### src/rtl/spi_seq_pkg.sv
// Shared types and default constants for the SPI transaction sequencer.
package spi_seq_pkg;

  localparam int SPI_BYTE_W     = 8;
  localparam int DEF_DEPTH      = 8;
  localparam int DEF_GAP_CYCLES = 2;
  localparam int DEF_START_TO   = 15;

  typedef enum logic [2:0] {
    S_IDLE,
    S_LAUNCH,
    S_WAIT_LOW,
    S_WAIT_HIGH,
    S_STORE,
    S_GAP
  } state_t;

endpackage

### src/rtl/sync_fifo.sv
// Single-clock FIFO with occupancy level, used for both the TX and RX byte queues.
module sync_fifo #(
  parameter int W     = 8,
  parameter int DEPTH = 8
) (
  input  logic                     clk,
  input  logic                     rst_n,
  input  logic                     i_push,
  input  logic [W-1:0]             i_wdata,
  input  logic                     i_pop,
  output logic [W-1:0]             o_rdata,
  output logic [$clog2(DEPTH):0]   o_level,
  output logic                     o_full,
  output logic                     o_empty
);

  localparam int AW = $clog2(DEPTH);
  localparam logic [AW:0] FULL_LEVEL = (AW + 1)'(DEPTH);

  logic [W-1:0]  r_mem [DEPTH];
  logic [AW-1:0] r_wr_ptr;
  logic [AW-1:0] r_rd_ptr;
  logic [AW:0]   r_level;
  logic          w_push_ok;
  logic          w_pop_ok;

  assign o_full    = (r_level == FULL_LEVEL);
  assign o_empty   = (r_level == '0);
  assign o_level   = r_level;
  assign w_push_ok = i_push && !o_full;
  assign w_pop_ok  = i_pop && !o_empty;
  assign o_rdata   = o_empty ? '0 : r_mem[r_rd_ptr];

  // Storage array; contents are only meaningful between the pointers, so no reset.
  always_ff @(posedge clk) begin
    if (w_push_ok) begin
      r_mem[r_wr_ptr] <= i_wdata;
    end
  end

  // Pointers wrap naturally because DEPTH is a power of two; level tracks push/pop.
  always_ff @(posedge clk or negedge rst_n) begin
    if (!rst_n) begin
      r_wr_ptr <= '0;
      r_rd_ptr <= '0;
      r_level  <= '0;
    end else begin
      if (w_push_ok) begin
        r_wr_ptr <= r_wr_ptr + 1'b1;
      end
      if (w_pop_ok) begin
        r_rd_ptr <= r_rd_ptr + 1'b1;
      end
      case ({w_push_ok, w_pop_ok})
        2'b10:   r_level <= r_level + 1'b1;
        2'b01:   r_level <= r_level - 1'b1;
        default: r_level <= r_level;
      endcase
    end
  end

endmodule

### src/rtl/spi_txn_sequencer.sv
// Byte-stream front end for the SPI master controller: queues host TX bytes,
// runs one controller transfer per byte and returns received bytes in order.
module spi_txn_sequencer
  import spi_seq_pkg::*;
#(
  parameter int DEPTH      = DEF_DEPTH,
  parameter int GAP_CYCLES = DEF_GAP_CYCLES,
  parameter int START_TO   = DEF_START_TO
) (
  input  logic                    clk,
  input  logic                    rst_n,
  input  logic [SPI_BYTE_W-1:0]   i_tx_data,
  input  logic                    i_tx_valid,
  output logic                    o_tx_ready,
  output logic [SPI_BYTE_W-1:0]   o_rx_data,
  output logic                    o_rx_valid,
  input  logic                    i_rx_ready,
  output logic                    o_spi_start,
  output logic [SPI_BYTE_W-1:0]   o_spi_in_data,
  input  logic [SPI_BYTE_W-1:0]   i_spi_out_data,
  input  logic                    i_spi_cs,
  output logic                    o_busy,
  output logic [$clog2(DEPTH):0]  o_tx_level,
  output logic [$clog2(DEPTH):0]  o_rx_level,
  output logic                    o_err_timeout,
  input  logic                    i_err_clr
);

  localparam int TO_W  = $clog2(START_TO + 1);
  localparam int GAP_W = $clog2(GAP_CYCLES + 1);
  localparam logic [TO_W-1:0]  TO_LAST  = TO_W'(START_TO - 1);
  localparam logic [GAP_W-1:0] GAP_LAST = GAP_W'(GAP_CYCLES - 1);

  state_t                  r_state;
  logic                    r_spi_start;
  logic [SPI_BYTE_W-1:0]   r_spi_in_data;
  logic [TO_W-1:0]         r_to_cnt;
  logic [GAP_W-1:0]        r_gap_cnt;
  logic                    r_busy;
  logic                    r_err;

  logic [SPI_BYTE_W-1:0]   w_tx_head;
  logic                    w_tx_full;
  logic                    w_tx_empty;
  logic                    w_rx_full;
  logic                    w_rx_empty;
  logic                    w_tx_push;
  logic                    w_tx_pop;
  logic                    w_rx_push;
  logic                    w_rx_pop;
  logic                    w_timeout_hit;

  assign o_tx_ready    = !w_tx_full;
  assign o_rx_valid    = !w_rx_empty;
  assign w_tx_push     = i_tx_valid && o_tx_ready;
  assign w_rx_pop      = i_rx_ready && o_rx_valid;
  assign w_timeout_hit = (r_state == S_WAIT_LOW) && i_spi_cs && (r_to_cnt == TO_LAST);
  assign w_rx_push     = (r_state == S_STORE);
  assign w_tx_pop      = (r_state == S_STORE) || w_timeout_hit;

  assign o_spi_start   = r_spi_start;
  assign o_spi_in_data = r_spi_in_data;
  assign o_busy        = r_busy;
  assign o_err_timeout = r_err;

  sync_fifo #(
    .W     (SPI_BYTE_W),
    .DEPTH (DEPTH)
  ) u_tx_fifo (
    .clk     (clk),
    .rst_n   (rst_n),
    .i_push  (w_tx_push),
    .i_wdata (i_tx_data),
    .i_pop   (w_tx_pop),
    .o_rdata (w_tx_head),
    .o_level (o_tx_level),
    .o_full  (w_tx_full),
    .o_empty (w_tx_empty)
  );

  sync_fifo #(
    .W     (SPI_BYTE_W),
    .DEPTH (DEPTH)
  ) u_rx_fifo (
    .clk     (clk),
    .rst_n   (rst_n),
    .i_push  (w_rx_push),
    .i_wdata (i_spi_out_data),
    .i_pop   (w_rx_pop),
    .o_rdata (o_rx_data),
    .o_level (o_rx_level),
    .o_full  (w_rx_full),
    .o_empty (w_rx_empty)
  );

  // Transfer sequencing: launch only with RX room so a started byte always has a home.
  always_ff @(posedge clk or negedge rst_n) begin
    if (!rst_n) begin
      r_state       <= S_IDLE;
      r_spi_start   <= 1'b0;
      r_spi_in_data <= '0;
      r_to_cnt      <= '0;
      r_gap_cnt     <= '0;
      r_busy        <= 1'b0;
    end else begin
      r_spi_start <= 1'b0;
      case (r_state)
        S_IDLE: begin
          if (!w_tx_empty && !w_rx_full && i_spi_cs) begin
            r_spi_in_data <= w_tx_head;
            r_spi_start   <= 1'b1;
            r_busy        <= 1'b1;
            r_state       <= S_LAUNCH;
          end
        end
        S_LAUNCH: begin
          r_to_cnt <= '0;
          r_state  <= S_WAIT_LOW;
        end
        S_WAIT_LOW: begin
          if (!i_spi_cs) begin
            r_state <= S_WAIT_HIGH;
          end else if (w_timeout_hit) begin
            r_gap_cnt <= '0;
            r_state   <= S_GAP;
          end else begin
            r_to_cnt <= r_to_cnt + 1'b1;
          end
        end
        S_WAIT_HIGH: begin
          if (i_spi_cs) begin
            r_state <= S_STORE;
          end
        end
        S_STORE: begin
          r_gap_cnt <= '0;
          r_state   <= S_GAP;
        end
        S_GAP: begin
          if (r_gap_cnt == GAP_LAST) begin
            r_busy  <= 1'b0;
            r_state <= S_IDLE;
          end else begin
            r_gap_cnt <= r_gap_cnt + 1'b1;
          end
        end
        default: begin
          r_busy  <= 1'b0;
          r_state <= S_IDLE;
        end
      endcase
    end
  end

  // Sticky timeout flag; a fresh timeout beats a simultaneous clear.
  always_ff @(posedge clk or negedge rst_n) begin
    if (!rst_n) begin
      r_err <= 1'b0;
    end else if (w_timeout_hit) begin
      r_err <= 1'b1;
    end else if (i_err_clr) begin
      r_err <= 1'b0;
    end
  end

endmodule

### config.mk
export PLATFORM = sky130hd
export DESIGN_NAME = spi_txn_sequencer
export DESIGN_NICKNAME = d
export VERILOG_FILES = /design/src/rtl/spi_seq_pkg.sv /design/src/rtl/sync_fifo.sv /design/src/rtl/spi_txn_sequencer.sv
export SDC_FILE = /design/constraint.sdc
export NUM_CORES = 1
export LEC_CHECK = 0
export CORE_ASPECT_RATIO = 0.8
export CORE_UTILIZATION = 45
export CTS_CLUSTER_SIZE = 30
export DETAILED_ROUTE_END_ITERATION = 10
export PLACE_DENSITY = 0.72
export SKIP_LAST_GASP = 1
export SLEW_MARGIN = 25
export SYNTH_ARGS = -nofsm -noshare
export SYNTH_HDL_FRONTEND = slang
export SYNTH_HIERARCHICAL = 1
export SYNTH_SLANG_ARGS = --single-unit
### constraint.sdc
create_clock -name clk -period 3 [get_ports clk]
set_input_delay 0.6 -clock clk [delete_from_list [all_inputs] [get_ports clk]]
set_output_delay 0.6 -clock clk [all_outputs]
set_load 0.005 [all_outputs]
; Yosys cells after proc, flatten, opt, wreduce, memory -nomap -nowiden
; Memory sizes are Yosys's and may differ from the RTL's. A register that Yosys moved wholly into a read port is not among the register bits.
; Cells that the tools add are included.
; Widths: inputs -> output; s select.
[word_totals]
memories = 2
input_bits = 22
out_inout_bits = 29
wordCells = 103
register_bits = 32
mem_bits_rw = 128
[mem_list]
columns = memory, depth, width, read_ports, rd_clocked_by_memory_dff, wr, line
row1 = u_rx_fifo.r_mem, 8, 8, 1, 0, 1, sync_fifo.sv:20  ; logic [W-1:0] r_mem [DEPTH];
row2 = u_tx_fifo.r_mem, 8, 8, 1, 1, 1, sync_fifo.sv:20
[classes]
bitwise_logic = 1
n_reduce_logical = 30
n_addsub = 10
eq_ne = 21
mux = 27
[op_table]
columns = op, n
row1 = $pmux 4 s2, 3
row2 = $pmux 3 s6, 1
row3 = $mux 3, 5
row4 = $ne 2x2->1 const B, 7
row5 = $add 3x1->3 const B, 4
row6 = $add 4x1->4 const B, 3
row7 = $eq 4x4->1 const B, 3
row8 = $logic_and 1x1->1, 10
row9 = $mux 1, 10
row10 = $logic_not 4->1, 2
row11 = $mux 4, 2
row12 = $mux 8, 1
row13 = $reduce_and 4->1, 2
row14 = $reduce_bool 2->1, 4
row15 = $sub 4x1->4 const B, 2
row16 = $eq 2x1->1 const B, 3
row17 = $eq 3x2->1 const B, 2
row18 = $eq 3x3->1 const B, 2
row19 = $mux 2, 3
row20 = $pmux 2 s3, 1
row21 = $reduce_and 3->1, 2
row22 = $logic_not 1->1, 5
row23 = $eq 2x2->1 const B, 2
row24 = $reduce_or 4->1, 1
row25 = other kinds (9), 9

; Logic depth before layout (Yosys ltp)
[depth]
ltp_word = 7
depth_mapped = 13
ltp_nobuf = 13

; By module
; The synthesis kept the hierarchy.
[modules_own_cells]
columns = mod, seq_area_each_um2, cells_per_inst, area_each_um2, n_inst
row1 = sync_fifo, 2172.1, 162, 3039.2, 2
row2 = spi_txn_sequencer, 500.5, 92, 1008.5, 1

; Worst setup path before layout
; Ideal clock, no wire load.
[synth_path]
path_type = register to register
start = register u_rx_fifo.r_level[1] (netlist: u_rx_fifo/o_level[1])
end = register u_rx_fifo.r_level[2] (netlist: u_rx_fifo/o_level[2])
path_buffers = 1
path_stages_with_launch = 12
slack_ns = 0.519
setup_ns = 0.132
arrival_time_ns = 2.349
period_less_slack_ns = 2.481
required_ns = 2.868
cell_sequence = dfrtp_1 -> buf_6 -> nor4_4 -> nor2b_1 -> nor2b_4 -> ha_1 -> xor2_1 -> ha_1 -> a21oi_1 -> xor2_1 -> nor2_1 -> xor2_1
[synth_between]
elab_chain_len = 6
word_cells_on_any_way = 13
classes_between = add/sub (2) / eq/ne (3) / mux (1) / reduce/logical (7)
[synth_lines]
columns = element, line
row1 = "start, declared", sync_fifo.sv:23  ; logic [AW:0] r_level;
row2 = "start signal, assigned", sync_fifo.sv:55  ; 2'b10: r_level <= r_level + 1'b1;
row3 = "start signal, assigned", sync_fifo.sv:56  ; 2'b01: r_level <= r_level - 1'b1;
row4 = "start signal, assigned", sync_fifo.sv:57  ; default: r_level <= r_level;
row5 = $logic_not 4->1 (*), sync_fifo.sv:28  ; assign o_empty = (r_level == '0);
row6 = named net w_rx_empty, spi_txn_sequencer.sv:46  ; logic w_rx_empty;
row7 = $logic_not 1->1 (*), spi_txn_sequencer.sv:54  ; assign o_rx_valid = !w_rx_empty;
row8 = $logic_and 1x1->1 (*), spi_txn_sequencer.sv:56  ; assign w_rx_pop = i_rx_ready && o_rx_valid;
row9 = named net w_rx_pop, spi_txn_sequencer.sv:50  ; logic w_rx_pop;
row10 = $logic_and 1x1->1 (*), sync_fifo.sv:31  ; assign w_pop_ok = i_pop && !o_empty;
row11 = named net u_rx_fifo.w_pop_ok, sync_fifo.sv:25  ; logic w_pop_ok;
row12 = $eq 2x1->1 / $eq 2x2->1 (equally long branches), sync_fifo.sv:54  ; case ({w_push_ok, w_pop_ok})
row13 = $pmux 4 s2 / $reduce_bool 2->1 (equally long branches), n/a
; The timed path passes the listed nets; every way through them passes the cells marked *.
; A chain may end at the register's enable or synchronous reset.

; Worst setup path in the final report
[layout_path]
start = register u_rx_fifo.r_rd_ptr[0]
end = output port o_rx_data[7]
[layout_between]
elab_chain_len = 2
[layout_lines]
columns = element, line
row1 = "start, declared", sync_fifo.sv:22  ; logic [AW-1:0] r_rd_ptr;
row2 = "start signal, assigned", sync_fifo.sv:52  ; r_rd_ptr <= r_rd_ptr + 1'b1;
row3 = $mem_v2 8x8, n/a
row4 = $mux 8, sync_fifo.sv:32  ; assign o_rdata = o_empty ? '0 : r_mem[r_rd_ptr];
row5 = "end, declared", spi_txn_sequencer.sv:15  ; output logic [SPI_BYTE_W-1:0] o_rx_data,
; Every way passes these cells.

==> results.cfg <==
[yosys]
synth_nets = 451
synth_area_leader_cell = edfxtp_1
ys.flop_type = edfxtp_1
async_flop_share = 0.238
synth_area_leaders = edfxtp_1, dfrtp_1, mux4_2
synth.top_cell.area_share = 0.542
yosysUniqueCellTypes = 42
synthCells = 416
synth_commonest_cells = edfxtp_1, dfrtp_1, nor2_1, mux4_2, nand2_1
synth_warnings = 6
yosysSeqAreaShare = 0.684
syn-cell-area_um2 = 7090
yosys.cell_count.top_type = edfxtp_1
synth-edff-count = 128
avgSynthCellArea_um2 = 17.0
synth_seq_cells = 168

[power_and_ir_drop]
p_int_mw = 5.52
p_leak_nw = 3.05
switchingPower_mw = 2.41
clkPwrFrac = 0.257
pwr-share-seq = 0.433
cellPowerDensity_nw_per_um2 = 932
ir_worst_vdd_v = 0.000543
comb_power_share = 0.311
swShare = 0.304

[routing]
routed_wl_mm = 12.8
wl_per_cell_um = 17.8
drc = 0
ant_nets = 0
avgViaCountPerCell = 5.23
first_iter_violations = 207
via_count = 3768
dr.pass1.iters = 4

[die]
pin_count = 51
row_count = 40
dieHeight_um = 114
dieArea_um2 = 16300
start_util = 0.466
core_um2 = 15200
fp.dieW_um = 142

[clock_network]
clock-sinks = 168
clkTransAtPathRegs_ps = 60
cts_tree = built
cts_made_buffers = 17
postCtsHoldBufs = 0
insertion_delay_ps = 420
root_buffer = clkbuf_16
h-tree-depth = 4
clk_path_buf_depth = 2

[flow_run]
maxCapViolCount = 0

[grt]
grt_max_degree = 41
grtUsageTotal = 0.179
grt.overflow.total = 0
antenna_found_initial = 0
grt_pass1_vias = 3896
grt_first_pass_wirelength_mm = 21.0

[worst_setup_path]
worstRegToRegCells = 11
cp_data_required_time_ps = 2400
cp_slowest_cell = mux4_2
critical_path_buf_inv_count = 2
ff2ff_setup_slack_ps = 350
endpoint_kind = output port
reg2reg_to = u_rx_fifo/o_level[2]
arrival_ps = 2240
timing.rr.start = r_state[1]
crit_path_cell_trace = buf_12 > mux4_2 > mux2i_1 > nor2_1 > clkdlybuf4s50_1
crit_path_max_incr_delay_ps = 540
path_class = reg -> out
cp-start-kind = flop
critPathTopFamily = multiplexers
cp_max_fo = 18

[timing]
relSlewSlack = 0.405
worst_slew_pin_slew_ps = 893
fin_crit_sh = 0.945
max_freq_ghz = 0.353
finalCriticalPeriod_ps = 2840
drv_slew = 0
final_hold_viol_count = 0
tns_ps = 0
fin_skew_ps = 7.90
final-setup-viol-count = 0
rsz0062_at_grt = false
timing.hold.ws_ps = 300

[placed_design]
portBuffers = 50
dpl.hpwl_mm = 8.49
place_area_um2 = 7960
gp_congestion = 0.770

[outcome]
status = finished, final reports clean

[layout]
nets = 532
stdcell_area_um2 = 8510
fillCellCount = 1203
diodes = 0
syn_to_final_growth_pct = 20.1
drive_gt1_frac = 0.225

[hold_path]
hold_class = in -> async
## state kept, by name, summed over array words and instances, names as in the netlist
name and flops:
r_state 3, u_tx_fifo/r_mem 64, u_rx_fifo/r_rd_ptr 3, u_rx_fifo/o_level 4, o_spi_in_data 8, r_to_cnt 4, u_rx_fifo/r_mem 64, o_spi_start 1
u_tx_fifo/o_level 4, u_tx_fifo/r_wr_ptr 3, r_gap_cnt 2, u_tx_fifo/r_rd_ptr 3, o_err_timeout 1, u_rx_fifo/r_wr_ptr 3, o_busy 1
## worst max path at each step
stage / cells after the start / slack [ps] / start / endpoint
after floorplan: 11 / 520 / u_rx_fifo/o_level[1] / u_rx_fifo/o_level[2]
after global placement: 12 / 150 / i_spi_cs / u_tx_fifo/o_level[2]
final: 5 / 160 / u_rx_fifo/r_rd_ptr[0] / o_rx_data[7]
after CTS: 5 / 120 / u_rx_fifo/r_rd_ptr[0] / o_rx_data[7]
after global routing: 5 / 60 / u_rx_fifo/r_rd_ptr[0] / o_rx_data[7]
after detailed placement: 12 / 70 / i_spi_cs / u_tx_fifo/o_level[2]
## kinds of logic after synthesis
logic type,after synthesis,synth area share
xor gates and xnor gates,17,0.0210
adders and majority gates,13,0.0230
AOI/OAI and AO/OA,22,0.0201
muxes,62,0.148
and+or+nand+nor,109,0.0846
buffers and inverters,25,0.0196
DFF,168,0.684
## placed cells by master, fill, tap and decap left out, types with 3 or more instances in the layout
cell,count
a21oi_1,4
buf_4,26
clkbuf_16,17
clkdlybuf4s50_1,49
dfrtp_1,39
edfxtp_1,128
ha_1,13
inv_1,10
inv_6,5
mux2_2,11
mux2_4,3
mux2i_1,16
mux4_2,32
nand2_1,21
nand2b_1,10
nand3_1,8
nand3b_1,3
nor2_1,37
nor2b_1,4
nor2b_4,3
nor3_1,9
o21ai_0,9
xnor2_1,8
xor2_1,9
## timing repair
item	4_1_cts	5_1_grt
setup endpoints to repair	5	0
setup buffers	0	0
gates resized for setup	1	0
endpoints found under the hold margin	0	0
## per-stage QoR
| stage | utilization | setup WS [ps] | cells | power [mW] |
|---|---|---|---|---|
| 4_1_cts | 0.560 | 119 | 720 | 8.03 |
| 3_3_place_gp | 0.523 | 149 | 688 | 5.88 |
| 5_1_grt | 0.560 | 56.5 | 720 | 8.39 |
| 2_1_floorplan | - | 519 | 416 | 5.02 |
| 3_5_place_dp | 0.523 | 72.0 | 688 | 5.98 |
| 6_report | 0.560 | 164 | 720 | 7.93 |
## power by group through the flow
stage	clock network [mW]	registers [mW]	logic [mW]
floorplan	0	3.19	1.82
global placement	0	3.45	2.43
detailed placement	0	3.48	2.50
CTS	2.09	3.43	2.51
global route	2.19	3.49	2.71
finish	2.03	3.43	2.47
## per-layer routing
metal	global-route usage	wire [um]
met2	0.280	6270
met3	0.0502	679
met5	0	0
met1	0.240	5720
met4	0.0659	167
## cell type report
| type | count | area (um2) | area share |
|---|---|---|---|
| Clock buffer | 18 | 429 | 0.0504 |
| Timing Repair Buffer | 77 | 711 | 0.0835 |
| Multi-Input combinational cell | 223 | 2100 | 0.247 |
| Inverter | 10 | 37.5 | 0.00441 |
| Tap cell | 210 | 263 | 0.0309 |
| Clock inverter | 14 | 124 | 0.0146 |
| Sequential cell | 168 | 4850 | 0.569 |
No activity file was read; power rests on OpenSTA's default activity.
